==> src/rtl/autoanim_ctrl.sv <==
// rtl/autoanim_ctrl.sv - sprite auto-animation tile counter with frame reload timer
// Optional AUTOANIM_TESTMODE_EN adds TEST_MODE: RUN then ticks on every clock cycle.
module autoanim_ctrl #(
    parameter int SPEED_W = 8,
    parameter int COUNT_W = 3
) (
    input  logic               CLK,
    input  logic               RESETP,
    input  logic               REG_WR,
    input  logic [15:0]        REG_DIN,
    input  logic               VBLANK_P,
    input  logic               AA_CLR,
`ifdef AUTOANIM_TESTMODE_EN
    input  logic               TEST_MODE,
`endif
    output logic [COUNT_W-1:0] AA_COUNT,
    output logic               AA_STEP,
    output logic [SPEED_W-1:0] AA_SPEED_RD,
    output logic               AA_DISABLE
);

    typedef enum logic [1:0] {
        ST_DISABLED = 2'd0,
        ST_ARM      = 2'd1,
        ST_RUN      = 2'd2
    } state_t;

    state_t             state, state_nxt;
    logic [SPEED_W-1:0] timer;
    logic               run_en;
    logic               arm_load;
    logic               tick;
    logic               unused_din;

    assign unused_din = ^{REG_DIN[7:4], REG_DIN[2:0]};

`ifdef AUTOANIM_TESTMODE_EN
    assign tick = VBLANK_P | TEST_MODE;
`else
    assign tick = VBLANK_P;
`endif

    always_ff @(posedge CLK or posedge RESETP) begin
        if (RESETP) begin
            state <= ST_RUN;
        end else begin
            state <= state_nxt;
        end
    end

    always_comb begin
        state_nxt = state;
        case (state)
            ST_RUN: begin
                if (REG_WR && REG_DIN[3]) state_nxt = ST_DISABLED;
            end
            ST_DISABLED: begin
                if (REG_WR && !REG_DIN[3]) state_nxt = ST_ARM;
            end
            ST_ARM: begin
                state_nxt = (REG_WR && REG_DIN[3]) ? ST_DISABLED : ST_RUN;
            end
            default: state_nxt = ST_RUN;
        endcase
    end

    always_comb begin
        run_en   = 1'b0;
        arm_load = 1'b0;
        case (state)
            ST_RUN: run_en   = 1'b1;
            ST_ARM: arm_load = 1'b1;
            default: ;
        endcase
    end

    // All timer/counter decisions use the pre-write shadow value; a write lands on the same edge.
    always_ff @(posedge CLK or posedge RESETP) begin
        if (RESETP) begin
            AA_COUNT    <= '0;
            timer       <= '0;
            AA_SPEED_RD <= '0;
            AA_DISABLE  <= 1'b0;
            AA_STEP     <= 1'b0;
        end else begin
            AA_STEP <= 1'b0;
            if (AA_CLR) begin
                AA_COUNT <= '0;
                timer    <= AA_SPEED_RD;
            end else if (arm_load) begin
                timer <= AA_SPEED_RD;
            end else if (run_en && tick) begin
                if (timer == '0) begin
                    timer    <= AA_SPEED_RD;
                    AA_COUNT <= AA_COUNT + 1'b1;
                    AA_STEP  <= 1'b1;
                end else begin
                    timer <= timer - 1'b1;
                end
            end
            if (REG_WR) begin
                AA_SPEED_RD <= REG_DIN[8 +: SPEED_W];
                AA_DISABLE  <= REG_DIN[3];
            end
        end
    end

endmodule

==> config.mk <==
export PLATFORM = sky130hd
export DESIGN_NAME = autoanim_ctrl
export DESIGN_NICKNAME = d
export VERILOG_FILES = /design/src/rtl/autoanim_ctrl.sv
export SDC_FILE = /design/constraint.sdc
export NUM_CORES = 1
export LEC_CHECK = 0
export ABC_AREA = 1
export ABC_CLOCK_PERIOD_IN_PS = 2850
export CAP_MARGIN = 10
export CORE_MARGIN = 4
export CORE_UTILIZATION = 51
export CTS_CLUSTER_DIAMETER = 60
export DETAILED_ROUTE_END_ITERATION = 10
export GPL_TIMING_DRIVEN = 0
export PLACE_DENSITY_LB_ADDON = 0.25
export SLEW_MARGIN = 40
export SYNTH_ARGS = -nofsm -noshare
export SYNTH_HDL_FRONTEND = slang
export SYNTH_SLANG_ARGS = --single-unit
==> constraint.sdc <==
create_clock -name CLK -period 2.85 [get_ports CLK]
set_clock_uncertainty 0.05 [all_clocks]
set_input_delay 0.285 -clock CLK [delete_from_list [all_inputs] [get_ports CLK]]
set_output_delay 0.285 -clock CLK [all_outputs]
set_load 0.02 [all_outputs]
Yosys cells after proc, flatten, opt, wreduce, memory -nomap -nowiden
Index checks and enable logic that the tools add are counted.
{"block": "totals", "register_bits": 23, "elab_cells": 42}
{"block": "op_classes", "n_addsub": 2, "n_eq_ne": 5, "mux": 18, "n_reduce_logical": 11}
{"cell": "8-bit 2-to-1 mux", "count": 4}
{"cell": "3-bit 2-to-1 mux", "count": 4}
{"cell": "8-bit logical NOT", "count": 1}
{"cell": "8-bit by 1-bit subtractor with 8-bit output, second input constant", "count": 1}
{"cell": "1-bit 2-to-1 mux", "count": 6}
{"cell": "2-bit 2-to-1 mux", "count": 3}
{"cell": "2-bit inequality test, second input constant", "count": 3}
{"cell": "2-bit one-hot mux with 3 select lines", "count": 1}
{"cell": "2-bit nonzero test", "count": 2}
{"cell": "3-bit by 1-bit adder with 3-bit output, second input constant", "count": 1}
{"cell": "1-bit logical AND", "count": 3}
{"cell": "3-bit AND reduction", "count": 1}
{"cell": "3-bit nonzero test", "count": 1}
{"cell": "2-bit by 1-bit == test with 1-bit output, second input constant", "count": 1}
{"cell": "2-bit == test, second input constant", "count": 1}
{"cell": "2-bit logical NOT", "count": 1}
{"cell": "2-bit AND reduction", "count": 1}
{"cell": "1-bit logical NOT", "count": 1}

Longest topological paths before layout
{"block": "depth", "word_depth": 6, "depth_mapped": 8, "depth_no_buf": 8}

Worst setup path after synthesis
Ideal clock, no wire load.
{"block": "synth_path", "kind": "register -> register", "from": "reg timer[0]", "to": "reg timer[5]", "setup_ns": 0.118, "arrival_ns": 1.220, "required_ns": 2.682, "setup_slack_ns": 1.463, "path_stages_with_launch": 9, "synth_period_minus_slack_ns": 1.387, "cell_sequence": "dfrtp_1 -> inv_1 -> ha_1 -> nand2_1 -> o21ai_2 -> buf_6 -> nand2_1 -> nand2_1 -> o21ai_2"}
{"block": "synth_between", "elab_chain_cells": 5, "elab_cells_between_ends": 6}
{"element": "from (decl)", "line": "29", "source": "logic [SPEED_W-1:0] timer;"}
{"element": "from (signal assigned)", "line": "98", "source": "timer <= timer - 1'b1;"}
{"element": "8-bit by 1-bit subtractor with 8-bit output / 8-bit logical NOT (equally long branches)", "line": "98, 93"}
{"element": "8-bit 2-to-1 mux (*)", "line": "93", "source": "if (timer == '0) begin"}
{"element": "8-bit 2-to-1 mux (*)", "line": "92", "source": "end else if (run_en && tick) begin"}
{"element": "8-bit 2-to-1 mux (*)", "line": "90", "source": "end else if (arm_load) begin"}
{"element": "8-bit 2-to-1 mux (*)", "line": "87", "source": "if (AA_CLR) begin"}
Every way passes the cells marked *; elsewhere a longest branch is shown, timed or not. The select of a mux whose other input is x is not followed.
A chain may end at the register's enable or synchronous reset.

Worst setup path after layout
{"block": "layout_path", "from": "reg AA_COUNT[2]", "to": "out AA_COUNT[2]"}
{"element": "from (decl)", "line": "16", "source": "output logic [COUNT_W-1:0] AA_COUNT,"}
{"element": "from (signal assigned)", "line": "95", "source": "AA_COUNT <= AA_COUNT + 1'b1;"}
No word-level cell between the ends.

==> out/metrics.csv <==
stage,metric,value,unit
status,outcome,completed,
sta,final hold violations,0,
die,die area,3340,µm²
clock_tree,quantity of gates resized following cts,0,
sta,Pins Over Slew Limit,0,
synth,Netlist cell types,27,
sta,sum of negative setup slack,0,ns
cells_and_area,NumNets Final,213,
placed_design,GPL Wtd Cong,0.789,
global_route,first-pass GRT wire length,4.82,mm
placed_design,port bufs,25,
worst_setup_path,worst-path fanout max,3,
clock_tree,post-CTS setup buffers,0,
cells_and_area,flip-flop and latch area,577,µm²
cells_and_area,fill count,188,
worst_setup_path,Startpoint Class,flop,
hold_path,Hold WC Path Type,input pin to async pin,
worst_setup_path,crit path kind,flop to output port,
sta,RSZ-0062 raised after global routing,false,
sta,FMAX,598,MHz
clock_tree,clock latency on the worst-skew pair,0.31,ns
routing,Detailed Route WL,2.59,mm
routing,drt drc,0,
worst_setup_path,crit path DAT,1.34,ns
worst_setup_path,CP Buf/Inv Count,1,
synth,Yosys reg bits,23,
die,Die Wd,57.8,µm
worst_setup_path,flop-to-flop setup slack,1.24,ns
clock_tree,H-tree levels,1,
synth,sequential fraction of the synthesis area,45.6,%
power_and_ir_drop,power per cell area,618,nW/µm²
global_route,total congestion overflow,0,
placed_design,DPL Wire Length,2.04,mm
clock_tree,Root Buffer,clkbuf_4,
clock_tree,CTS tree,done,
routing,1st-pass router iterations,4,
power_and_ir_drop,Peak VDD IR,422,µV
cells_and_area,share of layout cells above drive strength 1,15.4,%
die,initial core utilization,55.5,%
cells_and_area,area occupied by multi-input gates,582,µm²
cells_and_area,Syn-to-layout area delta,24.7,%
routing,vias,1100,
cells_and_area,n_diodes,0,
die,Top Ports,34,
clock_tree,CTS Hold Buffers Added,0,
synth,Mapped Nets,183,
sta,final worst-path cycle share,58.7,%
die,row count,17,
worst_setup_path,"slowest stage delay, CP",0.62,ns
routing,WL/cell,12.0,µm
clock_tree,CTS sink count,23,
power_and_ir_drop,P_leak,0.769,nW
clock_tree,number of buffers created by CTS,3,
sta,Final WS setup,1.18,ns
worst_setup_path,slowest CP cell,clkdlybuf4s50_1,
sta,# setup viols final,0,
global_route,initial antenna violation count,0,
synth,syn_area_per_cell,7.95,µm²
synth,Synth Cell Area,1260,µm²
routing,Final ANT Viol Nets,0,
synth,Yosys warning total,0,
worst_setup_path,CP required,2.52,ns
die,Core Area,2280,µm²
clock_tree,clock slew at reported path FFs,0.12,ns
global_route,vias in the first global route,1144,
worst_setup_path,crit path capture type,output port,
placed_design,"worst slack, placed",1.10,ns
flow_run,max_cap viols,0,
die,Die Span Y,57.8,µm
global_route,gr usage total,18.3,%
worst_setup_path,cell family with most CP delay,buffers and inverters,
routing,DR vias/cell,5.09,
synth,Syn Inst Count,159,
worst_setup_path,cells along the critical path,clkdlybuf4s50_1,
sta,worst slew margin relative to its limit,68.3,%
global_route,pin count of the biggest net entering global routing,24,
clock_tree,worst-case clock buffer depth,2,
routing,DR iter-0 viols,34,
sta,Worst Tran Pin Value,0.475,ns
sta,Tmin final,1.67,ns
==> power by group <==
part	internal [mW]	switching [mW]	total, mW
logic	0.147	0.225	0.372
registers	0.390	0.0638	0.454
clock network	0.0547	0.0935	0.148
==> per-layer routing <==
layer / vias up / track usage, % / routed length [µm] / part of all wire (%)
li1: 554 / - / - / -
met1: 514 / 23.5 / 1220 / 47
met2: 27 / 29.7 / 1200 / 46
met3: 5 / 3.56 / 125 / 4.8
met4: 0 / 8.28 / 50 / 1.9
met5: - / 0 / 0 / 0
==> layout make-up <==
type                    count  area share [%]
inverters                  23            5.48
multi-input cells         110            36.9
well taps                  28            2.22
plain buffers               3            1.19
flip-flops and latches     23            36.6
repair buffers             25            15.9
clock buffers               4            1.67
==> layout by cell type (no fill, tap or decap), types with 2 or more instances in the layout <==
master,count
ha_1,3
nand3_1,14
inv_1,20
clkbuf_1,3
inv_2,3
nor2_4,2
nand4_1,2
dfrtp_1,22
o21ai_2,3
clkbuf_4,3
nand2_2,7
clkdlybuf4s50_1,25
nand2_1,47
o21ai_0,11
nor2_2,5
nor2_1,5
==> worst paths after layout <==
kind,from,end,depth (start not counted)
worst max-delay path,AA_COUNT[2],AA_COUNT[2],1
worst min-delay path,RESETP,AA_DISABLE,2
worst max register to register,timer[0],timer[5],8
worst min register to register,AA_DISABLE,AA_DISABLE,2
max in group asynchronous,RESETP,state[1],2
min in group CLK,REG_WR,state[0],3
==> kinds of logic (layout without fill, tap and decap cells) <==
family | Yosys count | count (layout) | share of synthesized area (%)
simple gates | 88 | 88 | 33.9
compound gates | 18 | 18 | 8.51
flops | 23 | 23 | 45.6
fa+ha+maj | 3 | 3 | 2.97
buf+inv | 26 | 55 | 8.32
xor+xnor | 1 | 1 | 0.693
==> registers in the layout, summed over array words and instances (netlist names) <==
register	count
AA_STEP	1
AA_SPEED_RD	8
AA_COUNT	3
timer	8
AA_DISABLE	1
state	2
==> metrics by stage <==
| step | util [%] | power, mW | cell area (µm²) | hold WS (ns) | instances |
|---|---|---|---|---|---|
| after CTS | 69.2 | 0.987 | 1580 | 0.246 | 216 |
| after global placement | 68.1 | 0.812 | 1550 | 0.404 | 212 |
| final | 69.2 | 0.974 | 1580 | 0.239 | 216 |
| after global routing | 69.2 | 1.06 | 1580 | 0.269 | 216 |
| after detailed placement | 68.1 | 0.832 | 1550 | 0.417 | 212 |
| after floorplan | - | 0.723 | 1260 | 0.236 | 159 |
==> cell usage after synthesis, drive strengths merged <==
library cell   n  share of area (%)
nand2         54                 17
inv           23                6.8
dfrtp         22                 44
o21ai         15                6.8
nand3         14                5.5
nor2          13                7.3
ha             3                3.0
a21oi          2                1.1
clkbuf         2               0.59
nand4          2               0.99
or2            2               0.99
and3           1               0.59
buf            1               0.89
dfstp          1                2.1
nand3b         1               0.59
nor3           1               0.40
o31ai          1               0.59
xnor2          1               0.69
Note: power is estimated with default switching activity, not from simulation.
